## config.mk

```make
export PLATFORM = sky130hd
export DESIGN_NAME = router_fsm_flat
export DESIGN_NICKNAME = d
export VERILOG_FILES = /design/src/rtl/router_fsm_if.sv /design/src/rtl/router_fsm.sv /design/src/flat_wrapper.sv
export SDC_FILE = /design/constraint.sdc
export NUM_CORES = 1
export LEC_CHECK = 0
export ABC_AREA = 1
export CAP_MARGIN = 40
export CORE_AREA = 2 2 39 41
export DETAILED_ROUTE_END_ITERATION = 16
export DIE_AREA = 0 0 41 43
export MAX_ROUTING_LAYER = met4
export PLACE_DENSITY = 0.85
export SLEW_MARGIN = 20
export SYNTH_ARGS = -nofsm -noshare
export SYNTH_HDL_FRONTEND = slang
export SYNTH_SLANG_ARGS = --single-unit
export TNS_END_PERCENT = 30
```

## constraint.sdc

```tcl
create_clock -name clk1 -period 2.91 [get_ports clk1]
set_input_delay 0.873 -clock clk1 [delete_from_list [all_inputs] [get_ports clk1]]
set_output_delay 0.873 -clock clk1 [all_outputs]
set_load 0.05 [all_outputs]
```

## src/rtl/router_fsm_if.sv

```systemverilog
// router_fsm_if: packet-control handshake between the router input side,
// router_sync / register block (master) and the router FSM (slave).
//   Inputs to FSM : pkt_valid, data_in[1:0], fifo_full, fifo_empty_0/1/2,
//                   soft_reset_0/1/2, parity_done, low_pkt_valid
//   Outputs of FSM: busy, detect_add, lfd_state, ld_state, laf_state,
//                   full_state, write_enb_reg, rst_int_reg
interface router_fsm_if;
    logic       pkt_valid;
    logic [1:0] data_in;
    logic       fifo_full;
    logic       fifo_empty_0;
    logic       fifo_empty_1;
    logic       fifo_empty_2;
    logic       soft_reset_0;
    logic       soft_reset_1;
    logic       soft_reset_2;
    logic       parity_done;
    logic       low_pkt_valid;

    logic       busy;
    logic       detect_add;
    logic       lfd_state;
    logic       ld_state;
    logic       laf_state;
    logic       full_state;
    logic       write_enb_reg;
    logic       rst_int_reg;

    modport master (
        output pkt_valid, data_in, fifo_full,
               fifo_empty_0, fifo_empty_1, fifo_empty_2,
               soft_reset_0, soft_reset_1, soft_reset_2,
               parity_done, low_pkt_valid,
        input  busy, detect_add, lfd_state, ld_state, laf_state,
               full_state, write_enb_reg, rst_int_reg
    );

    modport slave (
        input  pkt_valid, data_in, fifo_full,
               fifo_empty_0, fifo_empty_1, fifo_empty_2,
               soft_reset_0, soft_reset_1, soft_reset_2,
               parity_done, low_pkt_valid,
        output busy, detect_add, lfd_state, ld_state, laf_state,
               full_state, write_enb_reg, rst_int_reg
    );
endinterface

```

## src/rtl/router_fsm.sv

```systemverilog
// router_fsm: packet-level controller of the 1x3 router. Decodes the header
// destination, waits for the chosen FIFO to drain, then sequences header,
// payload and parity loads, stalling the source around FIFO-full events.
//   clk1  : system clock, rising edge
//   reset : asynchronous active-low reset
//   bus   : router_fsm_if.slave (control inputs, Moore state strobes out)
module router_fsm (
    input  logic         clk1,
    input  logic         reset,
    router_fsm_if.slave  bus
);

    localparam logic [2:0] DA  = 3'd0;
    localparam logic [2:0] WTE = 3'd1;
    localparam logic [2:0] LFD = 3'd2;
    localparam logic [2:0] LD  = 3'd3;
    localparam logic [2:0] FFS = 3'd4;
    localparam logic [2:0] LAF = 3'd5;
    localparam logic [2:0] LP  = 3'd6;
    localparam logic [2:0] CPE = 3'd7;

    logic [2:0] state, nxt;
    logic [1:0] addr_q;
    logic       empty_in;   // empty flag of the port addressed by data_in
    logic       empty_sel;  // empty flag of the latched port
    logic       sr_sel;     // soft reset of the latched port

    always_comb begin
        empty_in = 1'b0;
        case (bus.data_in)
            2'd0:    empty_in = bus.fifo_empty_0;
            2'd1:    empty_in = bus.fifo_empty_1;
            2'd2:    empty_in = bus.fifo_empty_2;
            default: empty_in = 1'b0;
        endcase
    end

    // addr_q can hold 2'b11 after an invalid header; that selects nothing.
    always_comb begin
        empty_sel = 1'b0;
        sr_sel    = 1'b0;
        case (addr_q)
            2'd0: begin empty_sel = bus.fifo_empty_0; sr_sel = bus.soft_reset_0; end
            2'd1: begin empty_sel = bus.fifo_empty_1; sr_sel = bus.soft_reset_1; end
            2'd2: begin empty_sel = bus.fifo_empty_2; sr_sel = bus.soft_reset_2; end
            default: begin empty_sel = 1'b0; sr_sel = 1'b0; end
        endcase
    end

    always_comb begin
        nxt = state;
        if (state != DA && sr_sel) begin
            nxt = DA;
        end else begin
            case (state)
                DA: begin
                    // data_in=3 is not a port: the header is dropped in place
                    if (bus.pkt_valid && bus.data_in != 2'b11)
                        nxt = empty_in ? LFD : WTE;
                end
                WTE: if (empty_sel) nxt = LFD;
                LFD: nxt = LD;
                LD: begin
                    if (bus.fifo_full)       nxt = FFS;
                    else if (!bus.pkt_valid) nxt = LP;
                end
                FFS: if (!bus.fifo_full) nxt = LAF;
                LAF: begin
                    if (bus.parity_done)        nxt = DA;
                    else if (bus.low_pkt_valid) nxt = LP;
                    else                        nxt = LD;
                end
                LP:  nxt = CPE;
                CPE: nxt = bus.fifo_full ? FFS : DA;
                default: nxt = DA;
            endcase
        end
    end

    always_ff @(posedge clk1 or negedge reset) begin
        if (!reset) begin
            state  <= DA;
            addr_q <= 2'b00;
        end else begin
            state <= nxt;
            if (state == DA && bus.pkt_valid)
                addr_q <= bus.data_in;
        end
    end

    // Moore decode: reset forces DA, so reset values appear without a clock.
    assign bus.detect_add    = (state == DA);
    assign bus.lfd_state     = (state == LFD);
    assign bus.ld_state      = (state == LD);
    assign bus.full_state    = (state == FFS);
    assign bus.laf_state     = (state == LAF);
    assign bus.rst_int_reg   = (state == CPE);
    assign bus.write_enb_reg = (state == LD) || (state == LAF) || (state == LP);
    assign bus.busy          = (state == LFD) || (state == WTE) || (state == FFS) ||
                               (state == LAF) || (state == LP)  || (state == CPE);

endmodule

```

## src/flat_wrapper.sv

```systemverilog
// flat-port wrapper written by rule: the top's interface ports become plain ports
module router_fsm_flat 
  (clk1, reset, bus_pkt_valid, bus_data_in, bus_fifo_full, bus_fifo_empty_0, bus_fifo_empty_1, bus_fifo_empty_2, bus_soft_reset_0, bus_soft_reset_1, bus_soft_reset_2, bus_parity_done, bus_low_pkt_valid, bus_busy, bus_detect_add, bus_lfd_state, bus_ld_state, bus_laf_state, bus_full_state, bus_write_enb_reg, bus_rst_int_reg);
  router_fsm_if bus_i ();
  input  logic clk1;
  input  logic reset;
  input wire logic [$bits(bus_i.pkt_valid)-1:0] bus_pkt_valid;
  input wire logic [$bits(bus_i.data_in)-1:0] bus_data_in;
  input wire logic [$bits(bus_i.fifo_full)-1:0] bus_fifo_full;
  input wire logic [$bits(bus_i.fifo_empty_0)-1:0] bus_fifo_empty_0;
  input wire logic [$bits(bus_i.fifo_empty_1)-1:0] bus_fifo_empty_1;
  input wire logic [$bits(bus_i.fifo_empty_2)-1:0] bus_fifo_empty_2;
  input wire logic [$bits(bus_i.soft_reset_0)-1:0] bus_soft_reset_0;
  input wire logic [$bits(bus_i.soft_reset_1)-1:0] bus_soft_reset_1;
  input wire logic [$bits(bus_i.soft_reset_2)-1:0] bus_soft_reset_2;
  input wire logic [$bits(bus_i.parity_done)-1:0] bus_parity_done;
  input wire logic [$bits(bus_i.low_pkt_valid)-1:0] bus_low_pkt_valid;
  output wire logic [$bits(bus_i.busy)-1:0] bus_busy;
  output wire logic [$bits(bus_i.detect_add)-1:0] bus_detect_add;
  output wire logic [$bits(bus_i.lfd_state)-1:0] bus_lfd_state;
  output wire logic [$bits(bus_i.ld_state)-1:0] bus_ld_state;
  output wire logic [$bits(bus_i.laf_state)-1:0] bus_laf_state;
  output wire logic [$bits(bus_i.full_state)-1:0] bus_full_state;
  output wire logic [$bits(bus_i.write_enb_reg)-1:0] bus_write_enb_reg;
  output wire logic [$bits(bus_i.rst_int_reg)-1:0] bus_rst_int_reg;
  assign bus_i.pkt_valid = bus_pkt_valid;
  assign bus_i.data_in = bus_data_in;
  assign bus_i.fifo_full = bus_fifo_full;
  assign bus_i.fifo_empty_0 = bus_fifo_empty_0;
  assign bus_i.fifo_empty_1 = bus_fifo_empty_1;
  assign bus_i.fifo_empty_2 = bus_fifo_empty_2;
  assign bus_i.soft_reset_0 = bus_soft_reset_0;
  assign bus_i.soft_reset_1 = bus_soft_reset_1;
  assign bus_i.soft_reset_2 = bus_soft_reset_2;
  assign bus_i.parity_done = bus_parity_done;
  assign bus_i.low_pkt_valid = bus_low_pkt_valid;
  assign bus_busy = bus_i.busy;
  assign bus_detect_add = bus_i.detect_add;
  assign bus_lfd_state = bus_i.lfd_state;
  assign bus_ld_state = bus_i.ld_state;
  assign bus_laf_state = bus_i.laf_state;
  assign bus_full_state = bus_i.full_state;
  assign bus_write_enb_reg = bus_i.write_enb_reg;
  assign bus_rst_int_reg = bus_i.rst_int_reg;
  router_fsm u_core (.clk1(clk1), .reset(reset), .bus(bus_i));
endmodule
```

Word-level counts from Yosys, hierarchy flattened
Index checks and enable logic that the tools add are counted.
W data, S select, Z words.
{"block": "word_totals", "ff_bits": 5, "input_bits": 14}
{"block": "classes", "eq_ne": 16, "n_mux": 14, "reduce_logical": 15}
{"op": "$mux W3", "n": 9}
{"op": "$pmux W3 S8", "n": 1}
{"op": "$eq A3 B3 Y1 const B", "n": 4}
{"op": "$pmux W1 S3", "n": 3}
{"op": "$logic_or A1 B1 Y1", "n": 7}
{"op": "$eq A3 B2 Y1 const B", "n": 2}
{"op": "$ne A3 B1 Y1 const B", "n": 2}
{"op": "$eq A2 B1 Y1 const B", "n": 2}
{"op": "$eq A2 B2 Y1 const B", "n": 2}
{"op": "$logic_not A2 Y1", "n": 2}
{"op": "$ne A4 B3 Y1 const B", "n": 1}
{"op": "$reduce_and A4 Y1", "n": 1}
{"op": "$eq A3 B1 Y1 const B", "n": 1}
{"op": "$logic_and A1 B1 Y1", "n": 3}
{"op": "$logic_not A3 Y1", "n": 1}
{"op": "$ne A3 B2 Y1 const B", "n": 1}
{"op": "$reduce_bool A3 Y1", "n": 1}
{"op": "$mux W2", "n": 1}
{"op": "$ne A2 B2 Y1 const B", "n": 1}

Longest topological paths before layout
Gate-level depths: netlist of the first run.
{"block": "logic_depth", "word_depth": 6, "mapped_depth": 9}

Least setup slack after synthesis of the first run
No wires, ideal clock.
{"block": "synth_timing", "kind": "reg-to-output", "from": "register u_core.state[0]", "to": "output bus_write_enb_reg", "t_arrival_ps": 1822, "slack_ps": 215, "path_stages_with_launch": 5, "path_buffers": 1, "path_cell_list": "dfrtp_1 -> clkbuf_8 -> nor2_1 -> inv_1 -> o21ai_0"}
{"block": "synth_via", "elab_chain_cells": 3, "word_cells_on_any_way": 5, "cone_classes": "eq/ne: 3; reduce/logical: 2"}
{"item": "start: declaration", "line_no": "router_fsm.sv:22", "text": "logic [2:0] state, nxt;"}
{"item": "start signal: assignment", "line_no": "router_fsm.sv:85", "text": "state <= nxt;"}
{"item": "$eq A3 B2 Y1 or $eq A3 B3 Y1 (tied branches)", "line_no": "router_fsm.sv:98", "text": "assign bus.write_enb_reg = (state == LD) || (state == LAF) || (state == LP);"}
{"item": "$logic_or A1 B1 Y1", "line_no": "router_fsm.sv:98"}
{"item": "$logic_or A1 B1 Y1 (*)", "line_no": "router_fsm.sv:98"}
{"item": "end: declaration", "line_no": "flat_wrapper.sv:24", "text": "output wire logic [$bits(bus_i.write_enb_reg)-1:0] bus_write_enb_reg;"}
Every way passes the cells marked *; elsewhere a longest branch is shown, timed or not.

Worst setup path after layout of the first run
{"block": "layout_timing", "from": "register u_core.state[0]", "to": "output bus_ld_state"}
{"block": "layout_via", "elab_chain_cells": 1}
{"item": "$eq A3 B2 Y1", "line_no": "router_fsm.sv:94", "text": "assign bus.ld_state = (state == LD);"}
{"item": "end: declaration", "line_no": "flat_wrapper.sv:21", "text": "output wire logic [$bits(bus_i.ld_state)-1:0] bus_ld_state;"}
Every way passes these cells.

==> run metrics, run 1 <==
status completed; largest vdd supply drop 0.476 mV; first-pass GRT wire length 2.07 mm; Clock Path Buffers 2; die area 1760 um^2; gr usage total 17.7%; DP Wirelength 1.02 mm; syn_area_per_cell 5.83 um^2; design area 758 um^2; setup violators final 0; WP data required 2.04 ns; CP Capture Type primary output; Final Max Tran Viols 0; H-tree depth 1; Clk pin slew, worst setup/hold paths 0.04 ns; crit share post-route 96.1%; CP Cell Sequence nand2_2, nor2_2, clkdlybuf4s50_1; # diodes 0; Hold Violations, Final 0; WL per Instance 9.95 um; post-synthesis net count 102; worst min-delay path class flip-flop to flip-flop; core area 1380 um^2; placed cell area 727 um^2; Hold Slack 0.550 ns; Hold Buf Count CTS 0; Crit Path Class flip-flop to primary output; layout cell share with drive strength beyond 1 11.6%; DRT Pass-1 Iters 4; row count 14; num ports 22; Via Count 636; Leak Pwr 0.000401 uW; Avg Vias per Cell 4.97; synthesized instance count 88; largest net degree at the start of global routing 12; GRT Residual Overflow 0; RePlAce Congestion 0.816; layout net count 127; DIE WIDTH 41 um; Distinct cells, synth 15; clk_skew 0.00288 ns; vias in the first global route 558; # resized after CTS 0; slew margin rel. 66.1%; DR iter-0 viols 10; clock tree sinks 5; crit path max-delay cell type clkdlybuf4s50_1; Skew-Pair Late Insertion Delay 0.24 ns; RSZ-0062 raised after global routing false; Layout area overhead 47.8%; antenna violations before repair 0; Post-DRT Antenna Nets 0; fillcell total 142; post-route minimum period 2.80 ns; startpoint types flip-flop; MaxCap Viol Count 0; root buf cell clkbuf_4; crit-path max FO 11; crit-path max cell delay 0.82 ns; DRC Markers 0; CTS Buf Count 3; Worst Max-Slew Pin Slew 0.508 ns; FF+latch count, synth 5; setup total negative slack 0 ns; die height 43 um; Initial Util 37.1%; input/output buffers 21; yosys warns 0; Max Freq 358 MHz; final WL 1.27 mm; pwr dens 974 nW/um^2; CTS tree done; Worst EP arrival 1.92 ns; setup repair bufs after CTS 0; register area share after synthesis 24.4%; synthesized cell area 513 um^2
## power breakdown
group	switching [uW]	leakage, uW	internal [uW]
clock network	28.0	0.0000150	51.8
logic	339	0.000323	169
registers	51.3	0.0000636	99.2
total	418	0.000401	320
## cells in the final DEF (no fill, tap or decap)
cell / netlist / final
nand2_1: 21 / 21
clkdlybuf4s50_1: 0 / 18
nand3_1: 16 / 16
inv_1: 14 / 14
nor2_1: 13 / 13
dfrtp_1: 5 / 5
o21ai_0: 4 / 4
nor2_2: 3 / 3
nand2_2: 3 / 3
a21oi_1: 3 / 3
clkbuf_4: 0 / 3
dlymetal6s2s_1: 0 / 2
inv_2: 1 / 1
nor3_4: 1 / 1
a21oi_2: 1 / 1
nand4_1: 1 / 1
o22ai_1: 1 / 1
clkbuf_1: 0 / 1
buf_4: 0 / 1
## critical path, delay by kind of cell, from the launching register on
| family | cells | cell delay (ns) |
|---|---|---|
| buf+inv | 1 | 0.82 |
| simple gates | 2 | 0.28 |
| flops | 1 | 0.58 |
## synth_stat cells
cell type / number / area share, %
nand2_1: 21 / 15
nand3_1: 16 / 16
inv_1: 14 / 10
nor2_1: 13 / 9.5
dfrtp_1: 5 / 24
o21ai_0: 4 / 3.9
a21oi_1: 3 / 2.9
nand2_2: 3 / 3.7
nor2_2: 3 / 3.7
a21oi_2: 1 / 1.7
clkbuf_8: 1 / 2.7
inv_2: 1 / 0.73
nand4_1: 1 / 1.2
nor3_4: 1 / 3.2
o22ai_1: 1 / 1.2
## path summary, 6_finish.rpt
path	start	to	slack [ns]	depth (start not counted)
setup / recovery	u_core.state[0]$_DFFE_PN0P_	bus_ld_state	0.11	3
hold / removal	u_core.addr_q[0]$_DFFE_PN0P_	u_core.addr_q[0]$_DFFE_PN0P_	0.55	2
setup reg to reg	u_core.state[0]$_DFFE_PN0P_	u_core.state[0]$_DFFE_PN0P_	1.45	7
hold reg to reg	u_core.addr_q[0]$_DFFE_PN0P_	u_core.addr_q[0]$_DFFE_PN0P_	0.55	2
max in group asynchronous	reset	u_core.addr_q[1]$_DFFE_PN0P_	1.89	1
min in group asynchronous	reset	u_core.state[1]$_DFFE_PN0P_	0.84	1
## final cells by class
cell class	instances	area [um^2]	area share, %
Timing Repair Buffer	21	213	28.1
Multi-Input combinational cell	67	318	41.9
Tap cell	16	20.0	2.64
Sequential cell	5	125	16.5
Clock buffer	4	26.3	3.47
Inverter	15	56.3	7.43
## stage by stage
stage               std cells  util, %  power, uW  setup WS (ns)
floorplan                  88        -        527          0.215
global placement          124     52.5        642          0.386
detailed placement        124     52.5        654          0.342
CTS                       128     54.4        737         0.0763
global route              128     54.8        794       0.000230
finish                    128     54.8        739          0.114
## routing by layer
layer | GRT usage [%] | part of all wire, % | vias up
li1 | - | - | 327
met1 | 19.2 | 38 | 274
met2 | 27.8 | 50 | 33
met3 | 3.66 | 10 | 2
met4 | 10.7 | 0.78 | 0
met5 | - | 0 | -
## state kept, by name, indices dropped and copies added, names as in the netlist
name	flops
u_core.state	3
u_core.addr_q	2
## logic make-up after synthesis
family          after synthesis  share of synthesized area (%)
compound gates                9                           9.76
buf+inv                      16                           13.7
flops                         5                           24.4
simple gates                 58                           52.2
(Power assumes the default switching activity.)
==> inputs of run 2 (changes only) <==
Settings changed: ABC_AREA 1 to default, PLACE_DENSITY 0.85 to 0.83.
Clock period 2.91 ns to 3.4 ns, I/O delays scaled along.
==> run metrics, run 2 <==
CTS Buf Count 3 (unchanged); input/output buffers 21 (unchanged); Largest register FFs 3 (unchanged); layout cell share with drive strength beyond 1 12.8% (+1.2 points); slew margin rel. 66.0% (about the same); die area 1760 um^2 (unchanged); Clock Power Share 10.9% (about the same); top_reg_cell synth dfrtp_1; Synth area leaders dfrtp_1 26%, mux2i_1 8.2%, mux2_4 6.2%, nand3b_1 6.2%, a21oi_1 5.1%; GRT met1 Usage 22.5% (+3.3 points); Layout area overhead 48.5%; H-tree depth 1 (unchanged); largest vdd supply drop 0.521 mV (+9.5%); post-route minimum period 3.08 ns; Synth top area share 25.6% (+1.3 points); Hold Violations, Final 0 (unchanged); setup total negative slack 0 ns (unchanged); switching pwr 360 uW (-14%); Reg with most FFs u_core.state; DIE WIDTH 41 um (unchanged); clk_skew 0.00281 ns (-0.0000686 ns); Final Max Tran Viols 0 (unchanged); vias in the first global route 444 (-20%); DP Wirelength 840 um (-18%); # diodes 0 (unchanged); yosys warns 0 (unchanged); core area 1380 um^2 (unchanged); crit share post-route 90.6%; Via Count 510 (-20%); Post-DRT Antenna Nets 0 (unchanged); startpoint types flip-flop; DRC Markers 0 (unchanged); P_int 324 uW (+1.0%); final WL 1.14 mm (-11%); MaxCap Viol Count 0 (unchanged); Leak Pwr 0.000284 uW (-29%); top cells by count, synth 5 x a21oi_1, 5 x dfrtp_1, 5 x nor2_1, 4 x mux2i_1, 4 x nand3b_1; Max Freq 324 MHz; FF+latch count, synth 5 (unchanged); met3 Resource Use GR 6.28% (+2.6 points); Initial Util 35.3% (-1.8 points); WP data required 2.38 ns (+0.34 ns); post-synthesis async set-or-reset flop share 100% (unchanged); DR iter-0 viols 4 (-6); final worst slack 0.318 ns (+0.204 ns); sequential share of power 23.7% (+3.3 points); Worst EP arrival 2.06 ns (+0.14 ns); crit-path max FO 12 (+1); pwr dens 944 nW/um^2 (-3.1%); register area share after synthesis 25.6% (+1.3 points); Skew-Pair Late Insertion Delay 0.25 ns (about the same); GR peak layer met1; Clock Path Buffers 2 (unchanged); CP Capture Type primary output; Post-Place Worst Slack 0.614 ns (+0.271 ns); most frequent cells in the layout 21 x clkdlybuf4s50_1, 5 x a21oi_1, 5 x nor2_1, 5 x dfrtp_1; setup repair bufs after CTS 0 (unchanged); Switching Share 52.7% (-4.0 points); Clk pin slew, worst setup/hold paths 0.05 ns (about the same); syn_area_per_cell 8.71 um^2 (+49%); WL per Instance 12.1 um (+21%); CTS tree done; first-pass GRT wire length 1.90 mm (-8.0%); layout net count 93 (-27%); gr usage total 15.7% (-1.9 points); DRT Pass-1 Iters 4 (unchanged); setup violators final 0 (unchanged); GRT Residual Overflow 0 (unchanged); synthesized cell area 488 um^2 (-4.9%); Core Util, Final 52.4% (-2.4 points); Avg Vias per Cell 5.43 (+9.2%); biggest regs u_core.state x3, u_core.addr_q x2; Crit Path Class flip-flop to primary output; worst min-delay path class flip-flop to flip-flop; post-synthesis net count 70 (-31%); synthesized instance count 56 (-36%); num ports 22 (unchanged); RSZ-0062 raised after global routing false; die height 43 um (unchanged); antenna violations before repair 0 (unchanged); Synth area leader dfrtp_1; RePlAce Congestion 0.912 (+12%); row count 14 (unchanged); Post-synth EDFFs 0 (unchanged); # resized after CTS 0 (unchanged); most common cell after layout, fill and taps aside clkdlybuf4s50_1; largest net degree at the start of global routing 17 (+5); clock tree sinks 5 (unchanged); Worst Max-Slew Pin Slew 0.508 ns (+0.000214 ns); status completed; Hold Buf Count CTS 0 (unchanged); Comb pwr share 65.4% (-3.4 points); root buf cell clkbuf_4; met2 usage 20.6% (-7.2 points); Distinct cells, synth 31 (+16)
-- run 2: cell types whose count changed in the layout (fill, tap and decap cells not counted), sizes merged, moves of 4 or more --
cell | before | now
inv | 15 | 1
mux2i | 0 | 4
nand2 | 24 | 4
nand3 | 16 | 0
nand3b | 0 | 4
nor2 | 16 | 5
-- run 2: layout make-up --
class	count	area (um^2)
timing repair buffer	21	210
sequential	5	125
inverter	1	3.75
tap	16	20.0
clock buffer	4	26.3
multi-input combinational	47	339
fill	142	659
-- run 2: path summary, 6_finish.rpt --
kind,end,slack [ns],depth (start not counted),start
setup / recovery,bus_laf_state,0.32,3,u_core.state[0]$_DFFE_PN0P_
hold / removal,u_core.addr_q[1]$_DFFE_PN0P_,0.63,1,u_core.addr_q[1]$_DFFE_PN0P_
setup reg to reg,u_core.addr_q[0]$_DFFE_PN0P_,1.99,3,u_core.state[2]$_DFFE_PN0P_
hold reg to reg,u_core.addr_q[1]$_DFFE_PN0P_,0.63,1,u_core.addr_q[1]$_DFFE_PN0P_
max in group asynchronous,u_core.state[2]$_DFFE_PN0P_,2.22,1,reset
min in group asynchronous,u_core.addr_q[1]$_DFFE_PN0P_,0.99,1,reset
-- run 2: critical path, stage by stage (launching register included) --
cell and delay [ns]:
dfrtp_1 0.60, inv_1 0.17, nor3b_1 0.21, clkdlybuf4s50_1 0.83
-- run 2: power groups by stage --
stage               registers [uW]  logic [uW]  clock network (uW)
floorplan                      120         375                   0
global placement               162         446                   0
detailed placement             163         448                   0
CTS                            162         450                76.7
global route                   172         477                78.4
finish                         162         447                74.3
-- run 2: cells by family after synthesis --
family,Yosys count,share of synthesized area [%]
buffers and inverters,4,4.87
muxes,6,14.4
DFF,5,25.6
xor gates and xnor gates,1,1.80
and+or+nand+nor,23,29.2
AOI/OAI and AO/OA,17,24.1
-- run 2: routing by layer --
metal	vias to the layer above	share of wire (%)
li1	253	-
met1	232	44
met2	23	45
met3	2	10
met4	0	0.70
met5	-	0
-- run 2: metrics by stage --
step,cell area [um^2],hold slack [ns],power [uW],cells
2_1_floorplan,488,0.567,495,56
3_3_place_gp,698,0.611,607,90
3_5_place_dp,698,0.623,612,90
4_1_cts,724,0.633,689,94
5_1_grt,724,0.661,728,94
6_report,724,0.631,684,94
